==> src/rtl/keypad_scan_dev_if.sv <==
// Key-event interface of the keypad scanner.
//   key_state : debounced key map, bit row*4+col, 1 = pressed
//   key_code  : index of the reported press
//   key_valid : a press event is pending
//   key_ack   : the consumer accepts the pending event
//   overrun   : sticky, a press was dropped while an event was pending
// master = scanner side, slave = consumer side.
interface keypad_scan_dev_if;
    logic [15:0] key_state;
    logic [3:0]  key_code;
    logic        key_valid;
    logic        key_ack;
    logic        overrun;

    modport master (
        output key_state,
        output key_code,
        output key_valid,
        output overrun,
        input  key_ack
    );

    modport slave (
        input  key_state,
        input  key_code,
        input  key_valid,
        input  overrun,
        output key_ack
    );
endinterface

==> src/rtl/keypad_scan_dev.sv <==
// 4x4 hex keypad scanner.
// Drives one active-low row at a time for SCAN_DIV cycles and samples the
// synchronized active-low columns at the end of each row slot. Whole frames
// are debounced: a frame must repeat DEBOUNCE_SCANS times before it becomes
// the debounced map. Newly pressed keys raise an event (lowest index wins)
// that is delivered through a valid/ack handshake.
// Ports:
//   clk, rst_n : clock, asynchronous active-low reset
//   COL        : keypad columns, active-low, asynchronous to clk
//   ROW        : keypad row drive, active-low, one bit low at a time
//   bus        : key_state / key_code / key_valid / key_ack / overrun
module keypad_scan_dev #(
    parameter int SCAN_DIV       = 1000,
    parameter int DEBOUNCE_SCANS = 4
) (
    input  logic              clk,
    input  logic              rst_n,
    input  logic [3:0]        COL,
    output logic [3:0]        ROW,
    keypad_scan_dev_if.master bus
);

    localparam int DIV_W = (SCAN_DIV > 1) ? $clog2(SCAN_DIV) : 1;
    localparam int CNT_W = $clog2(DEBOUNCE_SCANS + 1);

    // Lowest set index of a 16-bit map (0 when the map is empty).
    function automatic logic [3:0] lowest_index(input logic [15:0] v);
        logic [3:0] idx;
        idx = 4'd0;
        for (int i = 15; i >= 0; i--) begin
            if (v[i]) begin
                idx = 4'(i);
            end else begin
                idx = idx;
            end
        end
        return idx;
    endfunction

    logic [3:0]       col_meta_r;
    logic [3:0]       col_sync_r;
    logic [DIV_W-1:0] div_r;
    logic [1:0]       row_idx_r;
    logic [3:0]       row_r;
    logic [15:0]      raw_r;
    logic [15:0]      prev_frame_r;
    logic [CNT_W-1:0] stable_cnt_r;
    logic             accept_r;
    logic [15:0]      accept_frame_r;
    logic [15:0]      key_state_r;
    logic             ev_valid_r;
    logic [3:0]       ev_code_r;
    logic [3:0]       key_code_r;
    logic             key_valid_r;
    logic             overrun_r;

    logic             sample_s;
    logic             frame_done_s;
    logic [1:0]       next_row_s;
    logic [15:0]      frame_s;
    logic [CNT_W-1:0] cnt_next_s;
    logic [15:0]      new_s;

    // Scan timing, assembled frame, next debounce count and new-press map.
    always_comb begin
        sample_s     = (div_r == DIV_W'(SCAN_DIV - 1));
        frame_done_s = sample_s && (row_idx_r == 2'd3);
        next_row_s   = row_idx_r + 2'd1;
        // Row 3 is sampled in this very cycle, so it comes straight from the synchronizer.
        frame_s      = {~col_sync_r, raw_r[11:0]};
        if (frame_s == prev_frame_r) begin
            if (stable_cnt_r == CNT_W'(DEBOUNCE_SCANS)) begin
                cnt_next_s = stable_cnt_r;
            end else begin
                cnt_next_s = stable_cnt_r + CNT_W'(1);
            end
        end else begin
            cnt_next_s = CNT_W'(1);
        end
        new_s = accept_frame_r & ~key_state_r;
    end

    // Two-flop synchronizer for the asynchronous column inputs (idle high).
    always_ff @(posedge clk or negedge rst_n) begin
        if (!rst_n) begin
            col_meta_r <= 4'hF;
            col_sync_r <= 4'hF;
        end else begin
            col_meta_r <= COL;
            col_sync_r <= col_meta_r;
        end
    end

    // Row divider, row drive and per-row column capture at the end of each slot.
    always_ff @(posedge clk or negedge rst_n) begin
        if (!rst_n) begin
            div_r     <= '0;
            row_idx_r <= 2'd0;
            row_r     <= 4'b1110;
            raw_r     <= 16'h0000;
        end else if (sample_s) begin
            div_r     <= '0;
            row_idx_r <= next_row_s;
            row_r     <= ~(4'b0001 << next_row_s);
            raw_r[{row_idx_r, 2'b00} +: 4] <= ~col_sync_r;
        end else begin
            div_r     <= div_r + DIV_W'(1);
        end
    end

    // Frame debounce: count identical consecutive frames and flag acceptance.
    always_ff @(posedge clk or negedge rst_n) begin
        if (!rst_n) begin
            prev_frame_r   <= 16'h0000;
            stable_cnt_r   <= '0;
            accept_r       <= 1'b0;
            accept_frame_r <= 16'h0000;
        end else if (frame_done_s) begin
            prev_frame_r   <= frame_s;
            stable_cnt_r   <= cnt_next_s;
            accept_r       <= (cnt_next_s >= CNT_W'(DEBOUNCE_SCANS)) && (frame_s != key_state_r);
            accept_frame_r <= frame_s;
        end else begin
            accept_r       <= 1'b0;
        end
    end

    // Debounced map update; the press event is taken against the old map.
    always_ff @(posedge clk or negedge rst_n) begin
        if (!rst_n) begin
            key_state_r <= 16'h0000;
            ev_valid_r  <= 1'b0;
            ev_code_r   <= 4'd0;
        end else if (accept_r) begin
            key_state_r <= accept_frame_r;
            ev_valid_r  <= |new_s;
            ev_code_r   <= lowest_index(new_s);
        end else begin
            ev_valid_r  <= 1'b0;
        end
    end

    // Valid/ack handshake with overrun tracking; an ack in the event cycle lets
    // the new event replace the pending one instead of being dropped.
    always_ff @(posedge clk or negedge rst_n) begin
        if (!rst_n) begin
            key_code_r  <= 4'd0;
            key_valid_r <= 1'b0;
            overrun_r   <= 1'b0;
        end else if (ev_valid_r) begin
            if (!key_valid_r) begin
                key_valid_r <= 1'b1;
                key_code_r  <= ev_code_r;
            end else if (bus.key_ack) begin
                key_code_r  <= ev_code_r;
                overrun_r   <= 1'b0;
            end else begin
                overrun_r   <= 1'b1;
            end
        end else if (key_valid_r && bus.key_ack) begin
            key_valid_r <= 1'b0;
            overrun_r   <= 1'b0;
        end else begin
            key_valid_r <= key_valid_r;
        end
    end

    assign ROW           = row_r;
    assign bus.key_state = key_state_r;
    assign bus.key_code  = key_code_r;
    assign bus.key_valid = key_valid_r;
    assign bus.overrun   = overrun_r;

endmodule

==> src/flat_wrapper.sv <==
// flat-port wrapper written by rule: the top's interface ports become plain ports
module keypad_scan_dev_flat 
#(
    parameter int SCAN_DIV       = 1000,
    parameter int DEBOUNCE_SCANS = 4
)
  (clk, rst_n, COL, ROW, bus_key_state, bus_key_code, bus_key_valid, bus_overrun, bus_key_ack);
  keypad_scan_dev_if bus_i ();
  input  logic clk;
  input  logic rst_n;
  input  logic [3:0] COL;
  output logic [3:0] ROW;
  output wire logic [$bits(bus_i.key_state)-1:0] bus_key_state;
  output wire logic [$bits(bus_i.key_code)-1:0] bus_key_code;
  output wire logic [$bits(bus_i.key_valid)-1:0] bus_key_valid;
  output wire logic [$bits(bus_i.overrun)-1:0] bus_overrun;
  input wire logic [$bits(bus_i.key_ack)-1:0] bus_key_ack;
  assign bus_key_state = bus_i.key_state;
  assign bus_key_code = bus_i.key_code;
  assign bus_key_valid = bus_i.key_valid;
  assign bus_overrun = bus_i.overrun;
  assign bus_i.key_ack = bus_key_ack;
  keypad_scan_dev #(.SCAN_DIV(SCAN_DIV), .DEBOUNCE_SCANS(DEBOUNCE_SCANS)) u_core (.clk(clk), .rst_n(rst_n), .COL(COL), .ROW(ROW), .bus(bus_i));
endmodule
==> config.mk <==
export PLATFORM = sky130hd
export DESIGN_NAME = keypad_scan_dev_flat
export DESIGN_NICKNAME = d
export VERILOG_FILES = /design/src/rtl/keypad_scan_dev_if.sv /design/src/rtl/keypad_scan_dev.sv /design/src/flat_wrapper.sv
export SDC_FILE = /design/constraint.sdc
export NUM_CORES = 1
export LEC_CHECK = 0
export CORE_ASPECT_RATIO = 1.25
export CORE_UTILIZATION = 55
export DETAILED_ROUTE_END_ITERATION = 7
export GPL_TIMING_DRIVEN = 0
export PLACE_DENSITY_LB_ADDON = 0.15
export SYNTH_ARGS = -nofsm -noshare
export SYNTH_HDL_FRONTEND = slang
export SYNTH_SLANG_ARGS = --single-unit
==> constraint.sdc <==
create_clock -name clk -period 2.78 [get_ports clk]
set_input_delay 0.834 -clock clk [delete_from_list [all_inputs] [get_ports clk]]
set_output_delay 0.834 -clock clk [all_outputs]
set_load 0.1 [all_outputs]
==> summary.md <==
| Metric | Value |
|---|---|
| Share of total power in combinational logic | 2.1% |
| CP Class | reg2out |
| Leakage power | 2.22 nW |
| Critical path peak fanout | 4 |
| Number of antenna diodes | 0 |
| Clock period minus worst slack | 2720 ps |
| Yosys top cell area share | 46.7% |
| Area grow syn2layout | 16.2% |
| Fmax | 368 MHz |
| Longest Clk Path Bufs | 2 |
| Die area | 7360 um^2 |
| Top cell family by delay on the critical path | buffers and inverters |
| Die Height | 95.6 um |
| Sw Ratio | 23.9% |
| WP data required | 1950 ps |
| Global-route wire length before repair | 12000 um |
| Post_cts resized | 14 |
| Setup slack, reg-to-reg | 620 ps |
| Crit path buffers/inverters | 1 |
| Met1 WL | 3260 um |
| H-tree depth | 3 |
| Syn Std Cell Area | 3860 um^2 |
| DR WL/cell | 15.6 um |
| Ys flop type | dfrtp_1 |
| Core area | 6690 um^2 |
| Final core occ | 67.0% |
| I/O pins | 33 |
| DR top layer | met4 |
| CP Data Arrival Time | 1880 ps |
| Die width | 76.9 um |
| Status | finished, final reports clean |
| Power per standard cell area | 458 nW/um^2 |
| Pint | 0.00156 W |
| Synth Register Bits | 83 |
| Global route overflow | 0 |
| EDFF count, synth | 0 |
| Vias per inst | 5.50 |
| Worst-path clk slew | 90 ps |
| GP Congestion | 0.877 |
| Final hold vios | 0 |
| Seq/Total Area, Yosys | 54.2% |
| CTS tree | yes |
| Detailed Route WL | 7300 um |
| Worst-Skew Late Latency | 360 ps |
| Dominant cell type by area after synthesis | dfrtp_1 |
| Crit share post-route | 97.7% |
| Initial Util | 57.7% |
| Initial DRC count | 102 |
| Input/output buffers | 32 |
| Setup TNS Final | 0 ps |
| DR DRC count | 0 |
| Pre-antenna DRT Iters | 4 |
| Clock power frac | 38.2% |
| Clk root buf | clkbuf_8 |
| Global Route Usage Sum | 22.0% |
| Worst vdd ir | 0.000442 V |
| DR WL met3 | 228 um |
| Peak per-stage delay on the critical path | 1140 ps |
| Skew final | 6.91 ps |
| Buffers inserted by post-CTS timing repair | 0 |
| Cts-stage hold buffer count | 0 |
| NumNets Final | 391 |
| Largest net degree at the start of global routing | 65 |
| Cell Chain, Critical Path | clkdlybuf4s50_1 |
| Hold crit path type | in2async |
| CP Capture Type | primary output |
| Post-DRT Antenna Nets | 0 |
| RSZ-0062 raised after global routing | no |
| CP max stage cell | clkdlybuf4s50_1 |
| Net Switching | 0.000490 W |
| Number of global-route vias before repair | 2494 |
| Max_slew headroom | 35.6% |
| Area contributors post-synth | dfrtp_1, mux2_2, dfstp_2 |
| Post-Syn Nets | 347 |
| Ratio of cells with drive above 1 in the final layout | 17.6% |
| Max Cap Viol | 0 |
| Routed met2 length | 3520 um |
| Netlist cell types | 42 |
| Final setup fails | 0 |
| Startpoint types | flop |
| Post-synth ARST share | 100% |
| Row count | 33 |
| Worst slew pin tran | 963 ps |
| Clock sinks | 83 |
| Yosys warning total | 0 |
| Worst hold margin | 343 ps |
| Via count | 2572 |
| Mapped Avg Cell Area | 11.6 um^2 |
| Inserted Clock Buffers | 9 |
| Reg power frac | 59.7% |
| Dpl hpwl | 5370 um |
| Cell count after synthesis | 332 |
| Slew Limit Fails | 0 |
| Initial antenna violation count | 0 |
==> per-stage QoR <==
stage	power (W)	instances	area, um^2	setup slack (ps)
global placement	0.00129	451	4290	-2010
floorplan	0.00125	332	3860	614
CTS	0.00208	468	4470	5.36
global route	0.00213	468	4480	10.6
finish	0.00205	468	4480	62.7
detailed placement	0.00129	452	4310	304
==> logic make-up (layout without fill, tap and decap cells) <==
kind of cell               Yosys count  after routing  synth area share [%]
muxes                               33             33                  10.1
buffers and inverters               17             66                  1.88
adders and majority gates            8              8                  2.59
AOI/OAI and AO/OA                   51             51                  8.50
DFF                                 83             83                  54.2
and+or+nand+nor                    101            101                  13.9
xor gates and xnor gates            39             39                  8.85
==> final timing paths <==
check | start | endpoint | cells after the start
worst max-delay path | u_core.bus.key_valid | bus_key_valid | 1
worst min-delay path | rst_n | u_core.accept_frame_r[8] | 1
worst max register to register | u_core.div_r[0] | u_core.accept_r | 6
worst min register to register | u_core.col_meta_r[0] | u_core.col_sync_r[0] | 0
max in group asynchronous | rst_n | u_core.ROW[2] | 2
min in group clk | u_core.col_meta_r[0] | u_core.col_sync_r[0] | 0
==> area by class of cell <==
cell class	count	area (um^2)
Fill cell	560	2200
Sequential cell	83	2090
Multi-Input combinational cell	232	1700
Timing Repair Buffer	33	340
Clock buffer	9	124
Tap cell	87	109
Clock inverter	7	52.6
Inverter	12	45.0
Buffer	5	27.5
==> power by group through the flow <==
stage,clock network [W],registers (W),logic [W]
6_report,0.000784,0.00123,0.0000429
5_1_grt,0.000851,0.00123,0.0000500
4_1_cts,0.000805,0.00123,0.0000453
3_5_place_dp,0,0.00125,0.0000452
3_3_place_gp,0,0.00125,0.0000403
2_1_floorplan,0,0.00125,0.00000725
==> metal layers <==
layer	global-route usage, %	vias up
li1	-	1250
met1	27.3	1249
met2	35.8	50
met3	4.02	23
met4	14.1	0
met5	0	-
==> layout by cell type, fill, tap and decap left out, types with 11 or more instances in the layout <==
| master | Yosys | final |
|---|---|---|
| inv_1 | 12 | 12 |
| o21ai_0 | 15 | 15 |
| o31ai_1 | 15 | 15 |
| dfstp_2 | 11 | 11 |
| nand2b_1 | 13 | 13 |
| dlygate4sd2_1 | 0 | 14 |
| nand2_1 | 40 | 40 |
| dfrtp_1 | 72 | 72 |
| clkdlybuf4s50_1 | 0 | 12 |
| mux2_2 | 27 | 27 |
| xor2_1 | 19 | 19 |
| xnor2_1 | 20 | 20 |
==> registers in the layout, indices dropped and copies added (netlist names), 2 cells and up <==
name,flops
u_core.accept_frame_r,16
u_core.div_r,10
u_core.bus.key_state,16
u_core.ROW,4
u_core.stable_cnt_r,3
u_core.ev_code_r,4
u_core.bus.key_code,4
u_core.row_idx_r,2
u_core.raw_r,12
u_core.col_meta_r,4
u_core.col_sync_r,4
==> synth_stat cells, types with 4 or more instances <==
library cell / instances
a21oi_1: 10
dfrtp_1: 72
dfstp_2: 11
ha_1: 8
inv_1: 12
mux2_2: 27
mux2_4: 5
nand2_1: 40
nand2b_1: 13
nand3_1: 4
nand3b_1: 4
nand4_1: 5
nor2_1: 9
nor2b_1: 7
nor3_1: 4
nor4_1: 6
o21ai_0: 15
o31ai_1: 15
xnor2_1: 20
xor2_1: 19
(Power assumes the default switching activity.)
